--- src/rtl/arf104b256e1r1w0cbbehcaa4acw_wr_pkg.sv ---
// Shared types and constants for the 104b x 256 1R1W array write front end.
package arf104b256e1r1w0cbbehcaa4acw_wr_pkg;
  localparam int DATA_W = 104;
  localparam int DEPTH  = 256;
  localparam int ADDR_W = $clog2(DEPTH);
  localparam logic [DATA_W-1:0] INIT_VAL = '0;

  typedef struct packed {
    logic [ADDR_W-1:0] addr;
    logic [DATA_W-1:0] data;
  } wr_req_t;

  typedef enum logic [1:0] {S_INIT, S_RUN, S_DRAIN} wr_state_e;
endpackage

--- src/rtl/arf104b256e1r1w0cbbehcaa4acw_wr_fifo2.sv ---
// Two-entry write-request FIFO; a push into a full FIFO is legal only with a same-cycle pop.
module arf104b256e1r1w0cbbehcaa4acw_wr_fifo2
  import arf104b256e1r1w0cbbehcaa4acw_wr_pkg::*;
(
  input  logic    i_clk,
  input  logic    i_rst,
  input  logic    i_push,
  input  logic    i_pop,
  input  wr_req_t i_data,
  output wr_req_t o_head,
  output logic    o_full,
  output logic    o_empty
);
  wr_req_t    r_mem [2];
  logic       r_wptr;
  logic       r_rptr;
  logic [1:0] r_count;

  always_ff @(posedge i_clk or posedge i_rst) begin
    if (i_rst) begin
      r_mem[0] <= '0;
      r_mem[1] <= '0;
      r_wptr   <= 1'b0;
      r_rptr   <= 1'b0;
      r_count  <= 2'd0;
    end else begin
      if (i_push) begin
        r_mem[r_wptr] <= i_data;
        r_wptr        <= ~r_wptr;
      end
      if (i_pop) r_rptr <= ~r_rptr;
      r_count <= r_count + {1'b0, i_push} - {1'b0, i_pop};
    end
  end

  assign o_head  = r_mem[r_rptr];
  assign o_full  = (r_count == 2'd2);
  assign o_empty = (r_count == 2'd0);
endmodule

--- src/rtl/arf104b256e1r1w0cbbehcaa4acw_wr_front.sv ---
// Write-port front end: init sequencer, request FIFO and array write mux.
// ARF104B256E1R1W0CBBEHCAA4ACW_WR_INFLOP_EN adds a register stage between the handshake and the FIFO.
module arf104b256e1r1w0cbbehcaa4acw_wr_front
  import arf104b256e1r1w0cbbehcaa4acw_wr_pkg::*;
(
  input  logic              i_clk,
  input  logic              i_rst,
  input  logic              i_req_valid,
  output logic              o_req_ready,
  input  logic [ADDR_W-1:0] i_req_addr,
  input  logic [DATA_W-1:0] i_req_data,
  input  logic              i_init_req,
  input  logic              i_arr_stall,
  output logic              o_arr_wr_en,
  output logic [ADDR_W-1:0] o_arr_wr_addr,
  output logic [DATA_W-1:0] o_arr_wr_data,
  output logic              o_arr_wclk_en,
  output logic              o_init_busy,
  output logic              o_init_done
);
  localparam logic [ADDR_W-1:0] CNT_LAST = ADDR_W'(DEPTH - 1);

  wr_state_e         r_state;
  logic [ADDR_W-1:0] r_cnt;
  logic              r_live;
  logic              r_ready;

  wr_req_t    w_in_req;
  wr_req_t    w_push_req;
  wr_req_t    w_head;
  logic       w_accept;
  logic       w_push;
  logic       w_pop;
  logic       w_full;
  logic       w_empty;
  logic       w_init_wr;
  logic       w_pipe_empty;
  logic [1:0] w_occ;
  logic [1:0] w_occ_next;

  // Handshake: a request transfers on a cycle where i_req_valid and o_req_ready are both high;
  // o_req_ready is a register, so it never depends on i_req_valid or i_arr_stall in that cycle.
  assign w_in_req.addr = i_req_addr;
  assign w_in_req.data = i_req_data;
  assign w_accept      = i_req_valid && r_ready;
  assign w_occ         = w_full ? 2'd2 : (w_empty ? 2'd0 : 2'd1);

`ifdef ARF104B256E1R1W0CBBEHCAA4ACW_WR_INFLOP_EN
  logic    r_stg_vld;
  wr_req_t r_stg;

  always_ff @(posedge i_clk or posedge i_rst) begin
    if (i_rst) begin
      r_stg_vld <= 1'b0;
      r_stg     <= '0;
    end else begin
      r_stg_vld <= w_accept;
      if (w_accept) r_stg <= w_in_req;
    end
  end

  assign w_push       = r_stg_vld;
  assign w_push_req   = r_stg;
  assign w_occ_next   = w_occ + {1'b0, w_push} - {1'b0, w_pop} + {1'b0, w_accept};
  assign w_pipe_empty = w_empty && !r_stg_vld;
`else
  assign w_push       = w_accept;
  assign w_push_req   = w_in_req;
  assign w_occ_next   = w_occ + {1'b0, w_push} - {1'b0, w_pop};
  assign w_pipe_empty = w_empty;
`endif

  arf104b256e1r1w0cbbehcaa4acw_wr_fifo2 u_fifo (
    .i_clk   (i_clk),
    .i_rst   (i_rst),
    .i_push  (w_push),
    .i_pop   (w_pop),
    .i_data  (w_push_req),
    .o_head  (w_head),
    .o_full  (w_full),
    .o_empty (w_empty)
  );

  // r_live keeps the write strobe quiet until the first clock edge after reset.
  assign w_init_wr = (r_state == S_INIT) && r_live && !i_arr_stall;
  assign w_pop     = (r_state != S_INIT) && !w_empty && !i_arr_stall;

  always_ff @(posedge i_clk or posedge i_rst) begin
    if (i_rst) begin
      r_state <= S_INIT;
      r_cnt   <= '0;
      r_live  <= 1'b0;
      r_ready <= 1'b0;
    end else begin
      r_live  <= 1'b1;
      r_ready <= 1'b0;
      case (r_state)
        S_INIT: begin
          if (w_init_wr) begin
            r_cnt <= r_cnt + 1'b1;
            if (r_cnt == CNT_LAST) begin
              r_state <= S_RUN;
              r_ready <= 1'b1;
            end
          end
        end
        S_RUN: begin
          if (i_init_req) r_state <= S_DRAIN;
          else            r_ready <= (w_occ_next < 2'd2);
        end
        S_DRAIN: begin
          if (w_pipe_empty) begin
            r_state <= S_INIT;
            r_cnt   <= '0;
          end
        end
        default: r_state <= S_INIT;
      endcase
    end
  end

  assign o_req_ready   = r_ready;
  assign o_arr_wr_en   = w_init_wr || w_pop;
  assign o_arr_wclk_en = o_arr_wr_en;
  assign o_arr_wr_addr = (r_state == S_INIT) ? r_cnt : w_head.addr;
  assign o_arr_wr_data = (r_state == S_INIT) ? INIT_VAL : w_head.data;
  assign o_init_busy   = (r_state == S_INIT);
  assign o_init_done   = (r_state == S_RUN);
endmodule

--- config.mk ---
export PLATFORM = sky130hd
export DESIGN_NAME = arf104b256e1r1w0cbbehcaa4acw_wr_front
export DESIGN_NICKNAME = d
export VERILOG_FILES = /design/src/rtl/arf104b256e1r1w0cbbehcaa4acw_wr_pkg.sv /design/src/rtl/arf104b256e1r1w0cbbehcaa4acw_wr_fifo2.sv /design/src/rtl/arf104b256e1r1w0cbbehcaa4acw_wr_front.sv
export SDC_FILE = /design/constraint.sdc
export NUM_CORES = 1
export LEC_CHECK = 0
export CORE_AREA = 2 2 167 169
export DETAILED_ROUTE_END_ITERATION = 12
export DIE_AREA = 0 0 169 171
export GPL_ROUTABILITY_DRIVEN = 0
export PLACE_DENSITY_LB_ADDON = 0.25
export SLEW_MARGIN = 25
export SYNTH_ARGS = -nofsm -noshare
export SYNTH_HDL_FRONTEND = slang
export SYNTH_SLANG_ARGS = --single-unit
--- constraint.sdc ---
create_clock -name i_clk -period 9.5 [get_ports i_clk]
set_input_delay 0.95 -clock i_clk [delete_from_list [all_inputs] [get_ports i_clk]]
set_output_delay 0.95 -clock i_clk [all_outputs]
set_load 0.01 [all_outputs]
# Yosys cells after proc, flatten, opt, wreduce, memory -nomap -nowiden
# Cells that the tools add are included.
# Widths: inputs -> output; s select.
# word_totals
ff_bits	240
out_inout_bits	117
# op_classes
mux	22
n_reduce_logical	15
n_eq_ne	8
magnitude_cmp	4
add_sub_neg	5
bitwise_logic	4
# ops
op	n
$mux 112	4
$bwmux 224	1
$demux 112 s1	1
$mux 104	1
$mux 8	3
$pmux 8 s2	1
$mux 2	5
$add 8x1->8 const B	1
$eq 8x8->1 const B	1
$logic_and 1x1->1	6
$pmux 2 s3	1
$add 2x1->2	2
$eq 2x2->1 const B	2
$ge 2x2->1 const B	2
$logic_not 2->1	2
$mux 1	4
$ne 2x1->1 const B	2
$ne 2x2->1 const B	2
$not 1->2	2
$reduce_and 4->1	1
$reduce_bool 2->1	2
$sub 2x1->2	2
$reduce_and 3->1	1
$eq 2x1->1 const B	1
other kinds (6)	8

# Longest topological paths before layout
# Gate-level depths: netlist of run 1.
# logic_depth
depth_word	8
ltp_mapped	7
ltp_nobuf	7

# Hierarchy
# From an unflattened synthesis of run 1, not the netlist that was laid out.
# hier_totals
hier_cells	813
hier_area_um2	11318.4
# by_module_without_submodules
mod	seq_area_each_um2	cells_each	n_inst	area_each_um2
arf104b256e1r1w0cbbehcaa4acw_wr_fifo2	5705.5	614	1	9833.2
arf104b256e1r1w0cbbehcaa4acw_wr_front	300.3	199	1	1485.2

# Worst setup path after synthesis of run 1
# OpenSTA, ideal clock, no wires.
# synth_path
path_kind	input port to output port
from	input i_arr_stall
to	output o_arr_wr_en
path_slack_ns	6.709
path_buffers	2
required_ns	8.550
stages	4
t_arrival_ns	1.841
cell_sequence	or4b_1 buf_2 nand2b_1 buf_4
# synth_via
elab_chain_cells	3
elab_cells_between_ends	4
# synth_rtl
element	line_no	rtl
from (decl)	arf104b256e1r1w0cbbehcaa4acw_wr_front.sv:13	input logic i_arr_stall,
$logic_not 1->1 *	arf104b256e1r1w0cbbehcaa4acw_wr_front.sv:85, arf104b256e1r1w0cbbehcaa4acw_wr_front.sv:86	
$logic_and 1x1->1 (on tied branches)	arf104b256e1r1w0cbbehcaa4acw_wr_front.sv:85, arf104b256e1r1w0cbbehcaa4acw_wr_front.sv:86	
$logic_or 1x1->1 *	arf104b256e1r1w0cbbehcaa4acw_wr_front.sv:123	assign o_arr_wr_en = w_init_wr || w_pop;
to (decl)	arf104b256e1r1w0cbbehcaa4acw_wr_front.sv:14	output logic o_arr_wr_en,
# Mark *: on every way between the ends. The rest lies on a longest branch, timed or not.

# Final worst setup path of run 1
# layout_path
from	register r_state[1]
to	output o_arr_wclk_en
# layout_via
elab_chain_cells	4
elab_cells_between_ends	7
# layout_rtl
element	line_no	rtl
from (decl)	arf104b256e1r1w0cbbehcaa4acw_wr_front.sv:23	wr_state_e r_state;
from (signal assigned)	arf104b256e1r1w0cbbehcaa4acw_wr_front.sv:90	r_state <= S_INIT;
from (signal assigned)	arf104b256e1r1w0cbbehcaa4acw_wr_front.sv:102	r_state <= S_RUN;
from (signal assigned)	arf104b256e1r1w0cbbehcaa4acw_wr_front.sv:108	if (i_init_req) r_state <= S_DRAIN;
$reduce_bool 2->1	arf104b256e1r1w0cbbehcaa4acw_wr_front.sv:86	assign w_pop = (r_state != S_INIT) && !w_empty && !i_arr_stall;
$logic_and 1x1->1 (2 in a row)	arf104b256e1r1w0cbbehcaa4acw_wr_front.sv:86	
via u_fifo.i_pop	arf104b256e1r1w0cbbehcaa4acw_wr_fifo2.sv:8	input logic i_pop,
$logic_or 1x1->1	arf104b256e1r1w0cbbehcaa4acw_wr_front.sv:123	
to (decl)	arf104b256e1r1w0cbbehcaa4acw_wr_front.sv:17	output logic o_arr_wclk_en,
# The timed path passes the listed nets, and every way through them passes these cells.

==> results by group, run 1 <==
Place
  – Worst setup slack after placement: 5.51 ns
  – Detailed Place HPWL: 15.3 mm
  – PortBufs: 233

Floorplanning
  – Die height: between 150 and 200 µm
  – Core area: approximately 27000 µm²
  – I/O pin cnt: 234
  – Std-Cell Rows: 61
  – Die width: 169 µm
  – Initial Util: 39.1%
  – Die area: 28900 µm²

Setup path
  – R2R setup slack: 6.34 ns
  – Worst path buffer plus inverter count: 2
  – Delay of the slowest critical-path stage: 0.83 ns
  – Worst r2r dst: u_fifo.r_count[1]
  – Worst Setup Start Kind: register
  – CP endpoint kind: output pin
  – Crit Path Class: reg2out
  – R2r worst-path depth: 8
  – End of the critical path: o_arr_wclk_en
  – Crit path launch: r_state[1]
  – Crit. path cell count: 5
  – Slowest cell on crit path: buf_4
  – Reg2reg start: r_state[1]
  – Largest delay share family, worst path: buffers and inverters
  – Worst EP arrival: 3.47 ns
  – Critical-path cell list: nor2_4 -> buf_4 -> nor3_1 -> nand2b_1 -> clkdlybuf4s50_1
  – CP Data Required Time: 8.55 ns
  – CP Max Fanout: 86

Drt
  – Routed len/inst: 17.5 µm
  – Remaining antenna violation count after routing: 0
  – Final WL: between 20 and 25 mm
  – TritonRoute pass-1 iters: 4
  – Vias post-DR: 6944
  – DRC: 0
  – Routed vias/inst: between 5 and 6
  – DRT iter0 DRCs: 348

Yosys
  – Unique cell type count in the Yosys netlist: 29
  – Number of synthesized register bits: 240
  – Most used DFF post-synth: dfrtp_1
  – Cells after Synth: approximately 810
  – EDFF count, synth: 0
  – Synth top area cells: dfrtp_1 (56%), mux2_2 (24%), mux2i_1 (10%)
  – Seq/Total Area, Yosys: about 56%
  – Syn_nets: 929
  – Post-synth ARST share: 100%
  – Synth warn: 0
  – Top-area cell type share of the netlist area: around 56%
  – Syn avg cell area: 13.2 µm²
  – Post-synth top area cell: dfrtp_1
  – Cell Area, Synth: 10700 µm²

CTS
  – Clock Sinks: 240
  – Number of post-CTS setup repair buffers: 0
  – Root buf cell: clkbuf_16
  – Worst-path clk slew: 0.05 ns
  – Hold_buf cts: 0
  – H-tree Lvls: 1
  – Clk_lat worst skew: 0.52 ns
  – CTS tree: done
  – Total CTS buffers: 27
  – Clock Tree Buf Depth: 3
  – Post-CTS Resized: 0

Power and ir drop
  – PwrDens: 169 nW/µm²
  – Peak supply drop: 0.115 mV
  – P_leak: 6.78 nW

Cells and area
  – Commonest non-fill, non-tap cells in the layout: dfrtp_1 (239), clkdlybuf4s50_1 (233), mux2_2 (224)
  – Commonest non-fill, non-tap cell in the layout: dfrtp_1
  – Final Net Count: about 1100
  – Area growth, synth to finish: 32.5%
  – Share of cells above drive strength 1: a little over a quarter

STA
  – Worst Setup Slack, final: between 5 and 6 ns
  – Fin crit share: 46.5%
  – Final hold violation count: 0
  – Min Tclk post-route: 4.42 ns
  – Worst-Margin Slew: between 0.9 and 1 ns
  – Rel. slew slack: between 30% and 40%
  – Peak Freq: about 230 MHz
  – Final setup fails: 0
  – Final Slew Violations: 0
  – Final clock skew: 0.0125 ns
  – Setup TNS: 0 ns
  – RSZ-0062 raised after global routing: no

GRT
  – Global route overflow: 0
  – Global-route wire length before repair: between 30 and 40 mm
  – Pin count of the biggest net entering global routing: 114
  – Global-route usage over all layers: 16.6%
  – Number of global-route vias before repair: 7088
  – Initial antenna violation count: 0

Run
  – MaxCap Viol Count: 0

Min path
  – Worst Hold Class: reg2reg

Status
  – Outcome: completed
[worst reg2reg max path: stages (launching register included)]
cell     delay [ns]
dfrtp_1        0.43
nor2_4         0.71
buf_4          0.83
nor3_1         0.24
ha_1           0.37
inv_1          0.04
ha_1           0.18
xnor2_1        0.16
xnor2_1        0.13
[kinds of logic after synthesis]
family	Yosys count	synth area share [%]
buffers and inverters	56	2.19
adders and majority gates	3	0.351
AOI/OAI and AO/OA	15	0.761
muxes	336	34.1
other	1	0.0351
xor gates and xnor gates	9	0.737
and+or+nand+nor	149	5.70
DFF	240	56.2
[power by group]
group,leakage [nW],switching (mW),total [mW],internal (mW)
Clock,0.386,0.389,0.953,0.564
Combinational,3.05,0.170,0.357,0.186
Sequential,3.34,0.0451,1.08,1.04
Total,6.78,0.605,2.39,1.79
[stage by stage]
stage / instance area (µm²) / std cells / hold WS, ns / utilization, % / total power [mW]
after floorplan: 10700 / 809 / 0.461 / - / 1.32
after CTS: 14100 / 1383 / 0.505 / 51.7 / 2.43
after global routing: 14200 / 1384 / 0.509 / 51.8 / 2.50
final: 14200 / 1386 / 0.500 / 51.8 / 2.39
after global placement: 13300 / 1341 / 0.486 / 48.7 / 1.45
after detailed placement: 13300 / 1342 / 0.492 / 48.8 / 1.46
[worst min-delay path by stage]
stage / slack [ns] / endpoint / depth (start not counted) / startpoint
2_1_floorplan: 0.46 / u_fifo.r_wptr / 2 / u_fifo.r_wptr
3_3_place_gp: 0.49 / u_fifo.r_mem[112] / 1 / u_fifo.r_mem[112]
3_5_place_dp: 0.49 / u_fifo.r_mem[147] / 1 / u_fifo.r_mem[147]
4_1_cts: 0.51 / u_fifo.r_mem[167] / 1 / u_fifo.r_mem[167]
5_1_grt: 0.51 / u_fifo.r_mem[154] / 1 / u_fifo.r_mem[154]
6_report: 0.50 / u_fifo.r_mem[122] / 1 / u_fifo.r_mem[122]
[routing by layer]
| layer | wire (µm) | vias to the layer above | GRT usage (%) |
|---|---|---|---|
| met2 | 10900 | 195 | 26.3 |
| li1 | - | 3252 | - |
| met1 | 11100 | 3469 | 22.7 |
| met4 | 531 | 0 | 4.12 |
| met5 | 0 | - | 0 |
| met3 | 1690 | 28 | 4.79 |
[state kept, by name, summed over array words and instances (netlist names)]
name	count
o_req_ready	1
u_fifo.r_rptr	1
r_live	1
u_fifo.r_count	2
r_cnt	8
u_fifo.r_mem	224
u_fifo.r_wptr	1
r_state	2
[synth_stat cells (all sizes together) (6+ instances only)]
master,count
nor3,6
nand2,18
dfrtp,240
clkbuf,28
xnor2,6
o21ai,10
mux2i,112
buf,25
nor2,111
mux2,224
[area by class of cell]
cell class                      instances  area, µm²
Fill cell                            2428      13200
Sequential cell                       240       6010
Multi-Input combinational cell        513       4480
Timing Repair Buffer                  241       2440
Clock buffer                           38        747
Tap cell                              346        433
Clock inverter                          3       40.0
Inverter                                3       18.8
Antenna cell                            2       5.00
No activity file was read; power rests on OpenSTA's default activity.
==> run 2, diff against run 1 <==
clock period = 4.45 ns   (was 9.5 ns; I/O delays follow)
==> run 2 against run 1 <==
Net effect:
- flip-flop and latch count unchanged
- clock skew is 0.0075 ns lower
- worst setup slack worse by 3.9 ns
- wire length is 0.26% higher
- critical path depth shrank 1
- count of clock-buffer cells in the layout is the same
- final cell count up 0.72%
- largest cell class unchanged
- largest power group unchanged
- highest routed layer unchanged
==> results by group, run 2 (synthesis gave the netlist of run 1 again) <==
Power and ir drop
  – PwrDens: 368 nW/µm²
  – P_leak: 6.87 nW
  – Peak supply drop: 0.268 mV

CTS
  – Number of post-CTS setup repair buffers: 0
  – CTS tree: done
  – Worst-path clk slew: 0.06 ns
  – Clock Tree Buf Depth: 3
  – Post-CTS Resized: 0
  – Clock Sinks: 240
  – Hold_buf cts: 0
  – Total CTS buffers: 26
  – H-tree Lvls: 1
  – Root buf cell: clkbuf_16
  – Clk_lat worst skew: roughly 0.52 ns

Setup path
  – Crit. path cell count: 4
  – Delay of the slowest critical-path stage: between 0.9 and 1 ns
  – End of the critical path: o_arr_wr_addr[6]
  – R2r worst-path depth: 3
  – Critical-path cell list: buf_4 -> mux2i_1 -> o21ai_0 -> clkdlybuf4s50_1
  – CP Data Required Time: ~4.0 ns
  – Worst EP arrival: 2.83 ns
  – CP endpoint kind: output pin
  – Worst path buffer plus inverter count: 2
  – Worst r2r dst: u_fifo.r_mem[49]
  – Crit Path Class: reg2out
  – Slowest cell on crit path: dfrtp_4
  – Reg2reg start: u_fifo.r_wptr
  – CP Max Fanout: 41
  – Crit path launch: u_fifo.r_rptr
  – R2R setup slack: 2.44 ns
  – Worst Setup Start Kind: register
  – Largest delay share family, worst path: buffers and inverters

Floorplanning
  – I/O pin cnt: 234
  – Std-Cell Rows: a little over 60
  – Die height: 171 µm
  – Die width: 169 µm
  – Die area: around 29000 µm²
  – Core area: 27300 µm²
  – Initial Util: 39.1%

STA
  – Peak Freq: 306 MHz
  – Final Slew Violations: 0
  – Fin Hold WS: between 0.2 and 0.25 ns
  – Final setup fails: 0
  – Setup TNS: 0 ns
  – RSZ-0062 raised after global routing: no
  – Rel. slew slack: 43.0%
  – Final hold violation count: 0
  – Final clock skew: 0.00503 ns
  – Worst-Margin Slew: 0.849 ns
  – Fin crit share: 73.5%
  – Min Tclk post-route: 3.27 ns

Run
  – MaxCap Viol Count: 0

Status
  – Outcome: completed

Drt
  – DRC: 0
  – Routed len/inst: 17.4 µm
  – Final WL: 24.3 mm
  – Routed vias/inst: 4.97
  – DRT iter0 DRCs: between 400 and 500
  – TritonRoute pass-1 iters: 4
  – Vias post-DR: 6935
  – Remaining antenna violation count after routing: 0

Cells and area
  – Area growth, synth to finish: 34.1%
  – Final Net Count: around 1200
  – Share of cells above drive strength 1: 27.1%
  – Commonest non-fill, non-tap cells in the layout: dfrtp_1 (239), clkdlybuf4s50_1 (233), mux2_2 (224)
  – Final Core Density: 52.5%
  – Final non-filler cell total: 1396
  – Biggest register: u_fifo.r_mem
  – Max reg flops: 224
  – Commonest non-fill, non-tap cell in the layout: dfrtp_1
  – FILL cells: 2399
  – Regs by FF count: u_fifo.r_mem: 224 flops, r_cnt: 8 flops

GRT
  – Number of global-route vias before repair: 7236
  – GR Util met1: between 20% and 30%
  – Global route overflow: 0
  – Global-route wire length before repair: 39.1 mm
  – M3 GR Usage: 5.30%
  – Initial antenna violation count: 2
  – GR Layer Usage met2: 27.0%
  – Pin count of the biggest net entering global routing: about 110
  – Most Crowded Layer GR: met2
  – Global-route usage over all layers: 16.9%

Min path
  – Worst Hold Class: in2async

Place
  – Placed Cells: 1347
  – PortBufs: 233
  – Detailed Place HPWL: 15.6 mm
run 2: area by class of cell:
class	instances	area [µm²]	area share (%)
Timing Repair Buffer	246	2500	17.5
Clock buffer	38	777	5.42
Antenna cell	1	2.50	0.0175
Inverter	3	15.0	0.105
Sequential cell	240	6010	41.9
Multi-Input combinational cell	513	4480	31.2
Clock inverter	9	120	0.838
Tap cell	346	433	3.02
run 2: worst min path at each step:
stage	cells after the start	to	slack (ns)	start
floorplan	2	u_fifo.r_wptr	0.46	u_fifo.r_wptr
global placement	1	u_fifo.r_mem[130]	0.49	u_fifo.r_mem[130]
detailed placement	1	u_fifo.r_mem[113]	0.49	u_fifo.r_mem[113]
CTS	2	u_fifo.r_mem[146]	0.50	i_rst
global route	2	u_fifo.r_mem[146]	0.25	i_rst
finish	2	u_fifo.r_mem[172]	0.25	i_rst
run 2: stage by stage:
step                area [µm²]  setup slack (ns)  power [mW]
floorplan                10700             0.857        2.82
global placement         13400              1.68        3.09
detailed placement       13400              1.65        3.10
CTS                      14300              1.07        5.36
global route             14300              1.00        5.52
finish                   14300              1.18        5.28
run 2: where the power goes:
part / switching (mW) / total [mW] / leakage (nW) / internal (mW)
Combinational: 0.309 / 0.690 / 3.08 / 0.381
Sequential: 0.137 / 2.35 / 3.34 / 2.22
Clock: 0.858 / 2.23 / 0.448 / 1.38
Total: 1.30 / 5.28 / 6.87 / 3.97
run 2: metal layers:
| layer | up-vias | wire length [µm] |
|---|---|---|
| met5 | - | 0 |
| met4 | 0 | 427 |
| met2 | 178 | 10900 |
| met1 | 3458 | 11000 |
| met3 | 34 | 1950 |
| li1 | 3265 | - |
